File: config.mk
export PLATFORM = sky130hd
export DESIGN_NAME = hazard_ctrl_flat
export DESIGN_NICKNAME = d
export VERILOG_FILES = /design/src/rtl/hazard_ctrl_pkg.sv /design/src/rtl/hazard_ctrl_if.sv /design/src/rtl/hazard_ctrl_fwd.sv /design/src/rtl/hazard_ctrl.sv /design/src/flat_wrapper.sv
export SDC_FILE = /design/constraint.sdc
export NUM_CORES = 1
export LEC_CHECK = 0
export CAP_MARGIN = 40
export CORE_ASPECT_RATIO = 1.4
export CORE_UTILIZATION = 26
export DETAILED_ROUTE_END_ITERATION = 10
export GPL_ROUTABILITY_DRIVEN = 0
export GPL_TIMING_DRIVEN = 1
export PLACE_DENSITY = 0.76
export SYNTH_ARGS = -nofsm -noshare
export SYNTH_HDL_FRONTEND = slang
export SYNTH_HIERARCHICAL = 1
export SYNTH_SLANG_ARGS = --single-unit
File: constraint.sdc
create_clock -name clk -period 1.6 [get_ports clk]
set_input_delay 0.48 -clock clk [delete_from_list [all_inputs] [get_ports clk]]
set_output_delay 0.48 -clock clk [all_outputs]
set_load 0.01 [all_outputs]
File: src/rtl/hazard_ctrl_pkg.sv
// hazard_pkg: shared types and constants for the pipeline hazard controller.
//   - forward select encodings (FWD_RF / FWD_WB / FWD_MEM)
//   - multi-cycle sequencer state type (IDLE / BUSY)
package hazard_pkg;

  localparam int unsigned REG_W = 5;
  localparam int unsigned FWD_W = 2;

  localparam logic [FWD_W-1:0] FWD_RF  = 2'b00;
  localparam logic [FWD_W-1:0] FWD_WB  = 2'b01;
  localparam logic [FWD_W-1:0] FWD_MEM = 2'b10;

  typedef enum logic [0:0] {
    IDLE = 1'b0,
    BUSY = 1'b1
  } mc_state_e;

  // True when a writing stage targets a non-zero register matching the source.
  function automatic logic reg_hit(input logic we, input logic [REG_W-1:0] rd,
                                   input logic [REG_W-1:0] rs);
    return we && (rd != '0) && (rd == rs);
  endfunction

endpackage

File: src/rtl/hazard_ctrl_if.sv
// hazard_ctrl_if: D/E/M/W control taps into the hazard controller and the
// stall/flush/forward/sequencing controls back to the stage registers.
//   master : pipeline side (drives register indices and control bits)
//   slave  : hazard controller side (drives forward/stall/flush/mc/counters)
// Parameter CNT_W sets the performance counter width.
interface hazard_ctrl_if #(
  parameter int unsigned CNT_W = 32
);
  import hazard_pkg::*;

  logic [REG_W-1:0] Rs1D, Rs2D;
  logic [REG_W-1:0] Rs1E, Rs2E, RdE;
  logic             ResultSrcE;
  logic             MultiCycleE;
  logic             PCSrcE;
  logic [REG_W-1:0] RdM, RdW;
  logic             RegWriteM, RegWriteW;

  logic [FWD_W-1:0] ForwardAE, ForwardBE;
  logic             StallF, StallD, StallE;
  logic             FlushD, FlushE, FlushM;
  logic             McStartE, McDoneE;
  logic [CNT_W-1:0] StallCnt, FlushCnt;

  modport master (
    output Rs1D, Rs2D, Rs1E, Rs2E, RdE, ResultSrcE, MultiCycleE, PCSrcE,
           RdM, RdW, RegWriteM, RegWriteW,
    input  ForwardAE, ForwardBE, StallF, StallD, StallE, FlushD, FlushE,
           FlushM, McStartE, McDoneE, StallCnt, FlushCnt
  );

  modport slave (
    input  Rs1D, Rs2D, Rs1E, Rs2E, RdE, ResultSrcE, MultiCycleE, PCSrcE,
           RdM, RdW, RegWriteM, RegWriteW,
    output ForwardAE, ForwardBE, StallF, StallD, StallE, FlushD, FlushE,
           FlushM, McStartE, McDoneE, StallCnt, FlushCnt
  );

endinterface

File: src/rtl/hazard_ctrl_fwd.sv
// fwd_sel: per-operand execute-stage forwarding select.
//   en_i          : output forced to FWD_RF when low (reset)
//   rs_e_i        : source register of the instruction in E
//   rd_m_i/rd_w_i : destinations in M and W
//   reg_write_*_i : M / W write enables
//   fwd_o         : FWD_MEM / FWD_WB / FWD_RF, combinational
module fwd_sel
  import hazard_pkg::*;
(
  input  logic             en_i,
  input  logic [REG_W-1:0] rs_e_i,
  input  logic [REG_W-1:0] rd_m_i,
  input  logic [REG_W-1:0] rd_w_i,
  input  logic             reg_write_m_i,
  input  logic             reg_write_w_i,
  output logic [FWD_W-1:0] fwd_o
);

  // M is younger than W, so its value wins.
  always_comb begin
    fwd_o = FWD_RF;
    if (en_i) begin
      if (reg_hit(reg_write_m_i, rd_m_i, rs_e_i)) begin
        fwd_o = FWD_MEM;
      end else if (reg_hit(reg_write_w_i, rd_w_i, rs_e_i)) begin
        fwd_o = FWD_WB;
      end
    end
  end

endmodule

File: src/rtl/hazard_ctrl.sv
// hazard_ctrl: forwarding, load-use stall, branch flush and multi-cycle
// execute-unit sequencing for the 5-stage core.
//   clk, rst : clock, asynchronous active-low reset
//   hz       : hazard_ctrl_if.slave (pipeline taps in, controls out)
// Parameters: MC_LATENCY (2..16) cycles a multi-cycle op occupies E,
//             CNT_W performance counter width.
// Build option: HAZARD_PERF_CNT_EN builds the StallCnt/FlushCnt counters;
// without it both read zero.
module hazard_ctrl
  import hazard_pkg::*;
#(
  parameter int unsigned MC_LATENCY = 4,
  parameter int unsigned CNT_W      = 32
) (
  input logic           clk,
  input logic           rst,
  hazard_ctrl_if.slave  hz
);

  localparam int unsigned MC_CNT_W = $clog2(MC_LATENCY);

  mc_state_e           state_q, state_d;
  logic [MC_CNT_W-1:0] cnt_q, cnt_d;
  logic                mc_start, mc_stall, mc_done;
  logic                lw, lw_act, br;

  fwd_sel u_fwd_a (
    .en_i          (rst),
    .rs_e_i        (hz.Rs1E),
    .rd_m_i        (hz.RdM),
    .rd_w_i        (hz.RdW),
    .reg_write_m_i (hz.RegWriteM),
    .reg_write_w_i (hz.RegWriteW),
    .fwd_o         (hz.ForwardAE)
  );

  fwd_sel u_fwd_b (
    .en_i          (rst),
    .rs_e_i        (hz.Rs2E),
    .rd_m_i        (hz.RdM),
    .rd_w_i        (hz.RdW),
    .reg_write_m_i (hz.RegWriteM),
    .reg_write_w_i (hz.RegWriteW),
    .fwd_o         (hz.ForwardBE)
  );

  // Multi-cycle sequencer state register.
  always_ff @(posedge clk or negedge rst) begin
    if (!rst) begin
      state_q <= IDLE;
      cnt_q   <= '0;
    end else begin
      state_q <= state_d;
      cnt_q   <= cnt_d;
    end
  end

  // Next state: the start cycle counts as the first occupancy cycle, so BUSY
  // loads MC_LATENCY-2 and the release cycle is the one with cnt==0.
  always_comb begin
    state_d  = state_q;
    cnt_d    = cnt_q;
    mc_start = 1'b0;
    mc_stall = 1'b0;
    mc_done  = 1'b0;
    unique case (state_q)
      IDLE: begin
        if (rst && hz.MultiCycleE) begin
          mc_start = 1'b1;
          mc_stall = 1'b1;
          cnt_d    = MC_CNT_W'(MC_LATENCY - 2);
          state_d  = BUSY;
        end
      end
      BUSY: begin
        if (cnt_q != '0) begin
          mc_stall = 1'b1;
          cnt_d    = cnt_q - MC_CNT_W'(1);
        end else begin
          mc_done = 1'b1;
          state_d = IDLE;
        end
      end
      default: state_d = IDLE;
    endcase
  end

  // Load-use only acts in IDLE; a taken branch overrides its stall.
  assign lw     = hz.ResultSrcE && (hz.RdE != '0) &&
                  ((hz.RdE == hz.Rs1D) || (hz.RdE == hz.Rs2D));
  assign lw_act = rst && (state_q == IDLE) && lw;
  assign br     = rst && hz.PCSrcE;

  assign hz.StallF   = mc_stall || (lw_act && !br);
  assign hz.StallD   = mc_stall || (lw_act && !br);
  assign hz.StallE   = mc_stall;
  assign hz.FlushD   = br;
  assign hz.FlushE   = br || lw_act;
  assign hz.FlushM   = mc_stall;
  assign hz.McStartE = mc_start;
  assign hz.McDoneE  = mc_done;

`ifdef HAZARD_PERF_CNT_EN
  logic [CNT_W-1:0] stall_cnt_q, stall_cnt_d;
  logic [CNT_W-1:0] flush_cnt_q, flush_cnt_d;

  // One increment per cycle even when FlushD and FlushE are both high.
  assign stall_cnt_d = stall_cnt_q + CNT_W'(hz.StallD);
  assign flush_cnt_d = flush_cnt_q + CNT_W'(hz.FlushD || hz.FlushE);

  always_ff @(posedge clk or negedge rst) begin
    if (!rst) begin
      stall_cnt_q <= '0;
      flush_cnt_q <= '0;
    end else begin
      stall_cnt_q <= stall_cnt_d;
      flush_cnt_q <= flush_cnt_d;
    end
  end

  assign hz.StallCnt = stall_cnt_q;
  assign hz.FlushCnt = flush_cnt_q;
`else
  assign hz.StallCnt = CNT_W'(0);
  assign hz.FlushCnt = CNT_W'(0);
`endif

endmodule

File: src/flat_wrapper.sv
// flat-port wrapper written by rule: the top's interface ports become plain ports
module hazard_ctrl_flat import hazard_pkg::*;
#(
  parameter int unsigned MC_LATENCY = 4,
  parameter int unsigned CNT_W      = 32
)
  (clk, rst, hz_Rs1D, hz_Rs2D, hz_Rs1E, hz_Rs2E, hz_RdE, hz_ResultSrcE, hz_MultiCycleE, hz_PCSrcE, hz_RdM, hz_RdW, hz_RegWriteM, hz_RegWriteW, hz_ForwardAE, hz_ForwardBE, hz_StallF, hz_StallD, hz_StallE, hz_FlushD, hz_FlushE, hz_FlushM, hz_McStartE, hz_McDoneE, hz_StallCnt, hz_FlushCnt);
  hazard_ctrl_if #(.CNT_W(CNT_W)) hz_i ();
  input logic clk;
  input logic rst;
  input wire logic [$bits(hz_i.Rs1D)-1:0] hz_Rs1D;
  input wire logic [$bits(hz_i.Rs2D)-1:0] hz_Rs2D;
  input wire logic [$bits(hz_i.Rs1E)-1:0] hz_Rs1E;
  input wire logic [$bits(hz_i.Rs2E)-1:0] hz_Rs2E;
  input wire logic [$bits(hz_i.RdE)-1:0] hz_RdE;
  input wire logic [$bits(hz_i.ResultSrcE)-1:0] hz_ResultSrcE;
  input wire logic [$bits(hz_i.MultiCycleE)-1:0] hz_MultiCycleE;
  input wire logic [$bits(hz_i.PCSrcE)-1:0] hz_PCSrcE;
  input wire logic [$bits(hz_i.RdM)-1:0] hz_RdM;
  input wire logic [$bits(hz_i.RdW)-1:0] hz_RdW;
  input wire logic [$bits(hz_i.RegWriteM)-1:0] hz_RegWriteM;
  input wire logic [$bits(hz_i.RegWriteW)-1:0] hz_RegWriteW;
  output wire logic [$bits(hz_i.ForwardAE)-1:0] hz_ForwardAE;
  output wire logic [$bits(hz_i.ForwardBE)-1:0] hz_ForwardBE;
  output wire logic [$bits(hz_i.StallF)-1:0] hz_StallF;
  output wire logic [$bits(hz_i.StallD)-1:0] hz_StallD;
  output wire logic [$bits(hz_i.StallE)-1:0] hz_StallE;
  output wire logic [$bits(hz_i.FlushD)-1:0] hz_FlushD;
  output wire logic [$bits(hz_i.FlushE)-1:0] hz_FlushE;
  output wire logic [$bits(hz_i.FlushM)-1:0] hz_FlushM;
  output wire logic [$bits(hz_i.McStartE)-1:0] hz_McStartE;
  output wire logic [$bits(hz_i.McDoneE)-1:0] hz_McDoneE;
  output wire logic [$bits(hz_i.StallCnt)-1:0] hz_StallCnt;
  output wire logic [$bits(hz_i.FlushCnt)-1:0] hz_FlushCnt;
  assign hz_i.Rs1D = hz_Rs1D;
  assign hz_i.Rs2D = hz_Rs2D;
  assign hz_i.Rs1E = hz_Rs1E;
  assign hz_i.Rs2E = hz_Rs2E;
  assign hz_i.RdE = hz_RdE;
  assign hz_i.ResultSrcE = hz_ResultSrcE;
  assign hz_i.MultiCycleE = hz_MultiCycleE;
  assign hz_i.PCSrcE = hz_PCSrcE;
  assign hz_i.RdM = hz_RdM;
  assign hz_i.RdW = hz_RdW;
  assign hz_i.RegWriteM = hz_RegWriteM;
  assign hz_i.RegWriteW = hz_RegWriteW;
  assign hz_ForwardAE = hz_i.ForwardAE;
  assign hz_ForwardBE = hz_i.ForwardBE;
  assign hz_StallF = hz_i.StallF;
  assign hz_StallD = hz_i.StallD;
  assign hz_StallE = hz_i.StallE;
  assign hz_FlushD = hz_i.FlushD;
  assign hz_FlushE = hz_i.FlushE;
  assign hz_FlushM = hz_i.FlushM;
  assign hz_McStartE = hz_i.McStartE;
  assign hz_McDoneE = hz_i.McDoneE;
  assign hz_StallCnt = hz_i.StallCnt;
  assign hz_FlushCnt = hz_i.FlushCnt;
  hazard_ctrl #(.MC_LATENCY(MC_LATENCY), .CNT_W(CNT_W)) u_core (.clk(clk), .rst(rst), .hz(hz_i));
endmodule
* Word-level counts from Yosys, hierarchy flattened
Cells that the tools add are included.
Storage, ports and cells: flip-flop bits (word level) 3, input bits 42, output and inout bits 76, word-level logic and storage cells 49
Cells by class: add/subtract/negate cells 1, equality and inequality tests 8, muxes and demuxes 15, bitwise gates (word level) 1, reduce and logical (&&, ||, !) cells 22
Operators by type and width (number):
- $eq 5x5->1 | 6
- $reduce_bool 5->1 | 3
- $logic_and 1x1->1 | 13
- $mux 2 | 6
- $mux 1 | 7
- $pmux 2 s2 | 1
- $logic_or 1x1->1 | 3
- $ne 2x1->1 const B | 1
- $ne 2x2->1 const B | 1
- $pmux 1 s2 | 1
- $reduce_and 2->1 | 1
- $reduce_bool 2->1 | 1
- $sub 2x1->2 const B | 1
- $logic_not 1->1 | 1
- $not 1->1 | 1

* Longest topological paths before layout
depth in word-level cells 6, depth in mapped cells 6, depth with buffers taken out 6

* By module
Netlist, hierarchy kept.
Modules (own cells, without submodules):
- hazard_ctrl | instances 1, cells each 107, area each 803.3 µm², sequential area each 75.1 µm²
- fwd_sel | instances 2, cells each 21, area each 151.4 µm², sequential area each 0.0 µm²

* Worst setup path before layout
OpenSTA, ideal clock, no wires.
path type input to output, from input port hz_RdE[2], to output port hz_StallF, arrival 1.330 ns, slack -0.210 ns, stages 5, buffers on the path 1, cell sequence xor2_1 -> nor3_1 -> a22oi_1 -> o21ai_1 -> buf_4
On the way: cells in the longest elaborated chain, start to end 6, elaborated cells between the ends (all ways) 9, those cells by class 2 x eq/ne; 7 x reduce/logical
Ends and longest elaborated chain:
- start, declared | RTL line flat_wrapper.sv:15 | input wire logic [$bits(hz_i.RdE)-1:0] hz_RdE;
- $eq 5x5->1 / $reduce_bool 5->1 (equally long branches) | RTL line hazard_ctrl.sv:90, hazard_ctrl.sv:89
- $logic_or 1x1->1 / $logic_and 1x1->1 (equally long branches) | RTL line hazard_ctrl.sv:90, hazard_ctrl.sv:89
- $logic_and 1x1->1 * | RTL line hazard_ctrl.sv:89 | assign lw = hz.ResultSrcE && (hz.RdE != '0) &&
- $logic_and 1x1->1 * | RTL line hazard_ctrl.sv:91 | assign lw_act = rst && (state_q == IDLE) && lw;
- $logic_and 1x1->1 *
- $logic_or 1x1->1 *
- end, declared | RTL line flat_wrapper.sv:25 | output wire logic [$bits(hz_i.StallF)-1:0] hz_StallF;
Mark *: on every way between the ends. The rest lies on a longest branch, timed or not.

* Worst setup path in the final report
from input port hz_Rs2E[3], to output port hz_ForwardBE[1]
On the way: cells in the longest elaborated chain, start to end 4
Ends and longest elaborated chain:
- start, declared | RTL line flat_wrapper.sv:14 | input wire logic [$bits(hz_i.Rs2E)-1:0] hz_Rs2E;
- $eq 5x5->1 | RTL line hazard_ctrl_pkg.sv:21 | return we && (rd != '0) && (rd == rs);
- $logic_and 1x1->1 | RTL line hazard_ctrl_pkg.sv:21
- $mux 2 | RTL line hazard_ctrl_fwd.sv:23 | if (reg_hit(reg_write_m_i, rd_m_i, rs_e_i)) begin
- $mux 2 | RTL line hazard_ctrl_fwd.sv:22 | if (en_i) begin
- end, declared | RTL line flat_wrapper.sv:24 | output wire logic [$bits(hz_i.ForwardBE)-1:0] hz_ForwardBE;
Every way passes these cells.

==> results.toml <==
[placement]
portBuffers = 53
pre_cts_slack_ns = -1.19
place_hpwl_um = 2320
placed_cells = 259
placed_area_um2 = 1580

[sta]
fin_skew_ns = 0.00172
grt_setup_unrepaired = "yes"
hold_ws_ns = 0.297
period_minus_slack_ns = 2.09
hold_viol = 0
setup_viol = 10
setup_ws_ns = -0.493
fmax_ghz = 0.478
maxSlewViolCount = 0
post-route-period-util_pct = 131

[drt]
totalWireLength_um = 3060
drt_iter0_drc = 64
drc = 26
drtAntennaViolNets = 0
vias = 1135
dr.pass1.iters = 8
vias_per_cell = 4.07
routedWlPerCell_um = 10.9

[global_routing]
grt_first_pass_wirelength_um = 4260
grt_pass1_vias = 1032
grt_remaining_overflow = 0
grt_max_degree = 9
antenna_found_initial = 1
grt_use_total_pct = 12.3

[synth]
synthDistinctLibCells = 24
synth-main-ff-cell = "dfrtp_1"
synth.most_common_cell = "buf_4"
synth-edff-count = 0
syn_area_um2 = 1110
synthArstFlopShare_pct = 100
ys.warnings.count = 6
synthTopCellsByCount = "66 x buf_4, 16 x xor2_1, 10 x xnor2_1"
ys_seq_area_share_pct = 6.79
synthDominantCellAreaShare_pct = 44.8
synthCells = 149
ys_ff_latch = 3
synth_largest_area_cell = "buf_4"
synth.avg_cell_area_um2 = 7.42
netlist_top_cells_area = "buf_4 45%, xor2_1 13%, xnor2_1 7.9%"

[layout]
regArea_um2 = 76.3
final_cell_area_um2 = 1770
multi_input_area_um2 = 867
layout.nets = 279
syn2layout_area_growth_pct = 60.3
fillers = 374
final_core_util_pct = 44.1
fin_cells = 279
drive_gt1_share_pct = 40.9

[worst_setup_path]
worstPathRequired_ns = 1.12
end_kind = "output pin"
reg2reg_depth = 8
worstPathMaxFanout = 2
startpoint_type = "input pin"
path_class = "in -> out"
crit_arrival_ns = 1.61

[clocking]
numClockSinks = 3
root_buffer = "clkbuf_8"
cts-htree-levels = 1
hold_buffers = 0
clkSlewWorstSetupHoldPaths_ns = 0.03
cts_max_path_buffers = 2
cts_tree = "built"
cts_inserted_buffers = 3
worstSkewPairLatency_ns = 0.21

[floorplanning]
rows = 27
ioPinCount = 118
chipHeight_um = 79.2
die_area_um2 = 4520
initial_core_util_pct = 27.5
core_um2 = 4020
chipWidth_um = 57.1

[status]
status = "finished with violations"
violations = "design-rule violations, negative setup slack"

[hold_path]
worstHoldPathType = "in -> async"

[job]
drv_cap = 0

[power_and_ir_drop]
power.density_nw_per_um2 = 733
peakVddDrop_mv = 0.353
power_leakage_nw = 0.941
[cell usage in the layout, fill, tap and decap left out, types with 2 or more instances in the layout]
| cell | count |
|---|---|
| nand2_1 | 5 |
| buf_6 | 20 |
| nor4_1 | 2 |
| o2111ai_1 | 2 |
| clkdlybuf4s50_1 | 2 |
| xnor2_1 | 9 |
| nor3_2 | 5 |
| nor2_1 | 3 |
| o21ai_1 | 2 |
| o21ai_0 | 5 |
| dfrtp_1 | 2 |
| dlygate4sd2_1 | 8 |
| buf_4 | 22 |
| clkbuf_2 | 7 |
| clkbuf_8 | 3 |
| buf_2 | 18 |
| nand4_1 | 3 |
| nor3_1 | 2 |
| buf_8 | 3 |
| xor2_1 | 14 |
| xor2_2 | 2 |
| inv_1 | 5 |
| or2_1 | 2 |
| clkdlybuf4s15_1 | 4 |
| conb_1 | 64 |
| and2_4 | 3 |
[power by group]
group          switching [mW]  internal, mW  leakage, nW  total (mW)
Combinational           0.416         0.517        0.884       0.933
Sequential             0.0336         0.118       0.0352       0.151
Clock                  0.0460         0.170       0.0228       0.216
Total                   0.496         0.804        0.941        1.30
[registers in the layout (all words and copies together), names as in the netlist]
name and count:
u_core/state_q 1, u_core/cnt_q 2
[final cells by class]
class	instances	area share, %
antenna	1	0.141
clock buffer	4	2.54
inverter	6	1.41
multi-input combinational	137	48.9
sequential	3	4.30
tap	43	3.03
timing repair buffer	85	39.7
[stage by stage]
step / TNS (ns) / total power [mW]
floorplan: -0.296 / 0.591
global placement: -11.58 / 0.813
detailed placement: -11.83 / 0.828
CTS: -3.22 / 1.14
global route: -3.72 / 1.40
finish: -3.16 / 1.30
[final timing paths]
path / start / end / slack (ns)
max in group asynchronous: rst / u_core/state_q / 1.20
worst min register to register: u_core/cnt_q[1] / u_core/cnt_q[1] / 0.51
worst max register to register: u_core/cnt_q[0] / u_core/state_q / 0.18
worst max-delay path: hz_Rs2E[3] / hz_ForwardBE[1] / -0.49
min in group clk: u_core/cnt_q[1] / u_core/cnt_q[1] / 0.51
worst min-delay path: rst / u_core/cnt_q[0] / 0.30
[per-layer routing]
layer	GRT usage, %	share of wire [%]	vias to the layer above
li1	-	-	530
met2	25.3	54	109
met5	0	0	-
met4	6.34	2.8	0
met3	3.91	15	6
met1	9.79	29	490
[repair_timing]
| action | CTS | global route |
|---|---|---|
| pin swaps | 30 | 10 |
| setup buffers | 8 | 7 |
| endpoints found under the setup margin | 12 | 11 |
| gates resized for setup | 187 | 26 |
[kinds of logic after synthesis]
family	count (synthesis)	share of synthesized area, %
fa+ha+maj	1	1.13
flops	3	6.79
buf+inv	72	46.8
simple gates	33	17.3
other cells	1	0.339
xor+xnor	26	20.6
compound gates	13	7.01
[critical path: stages]
cell and delay (ns):
buf_8 0.10, buf_6 0.11, xor2_1 0.14, nor3_1 0.22, and4_1 0.24, buf_4 0.11
and2_4 0.12, buf_6 0.09
Power figures use the tool's default switching activity.
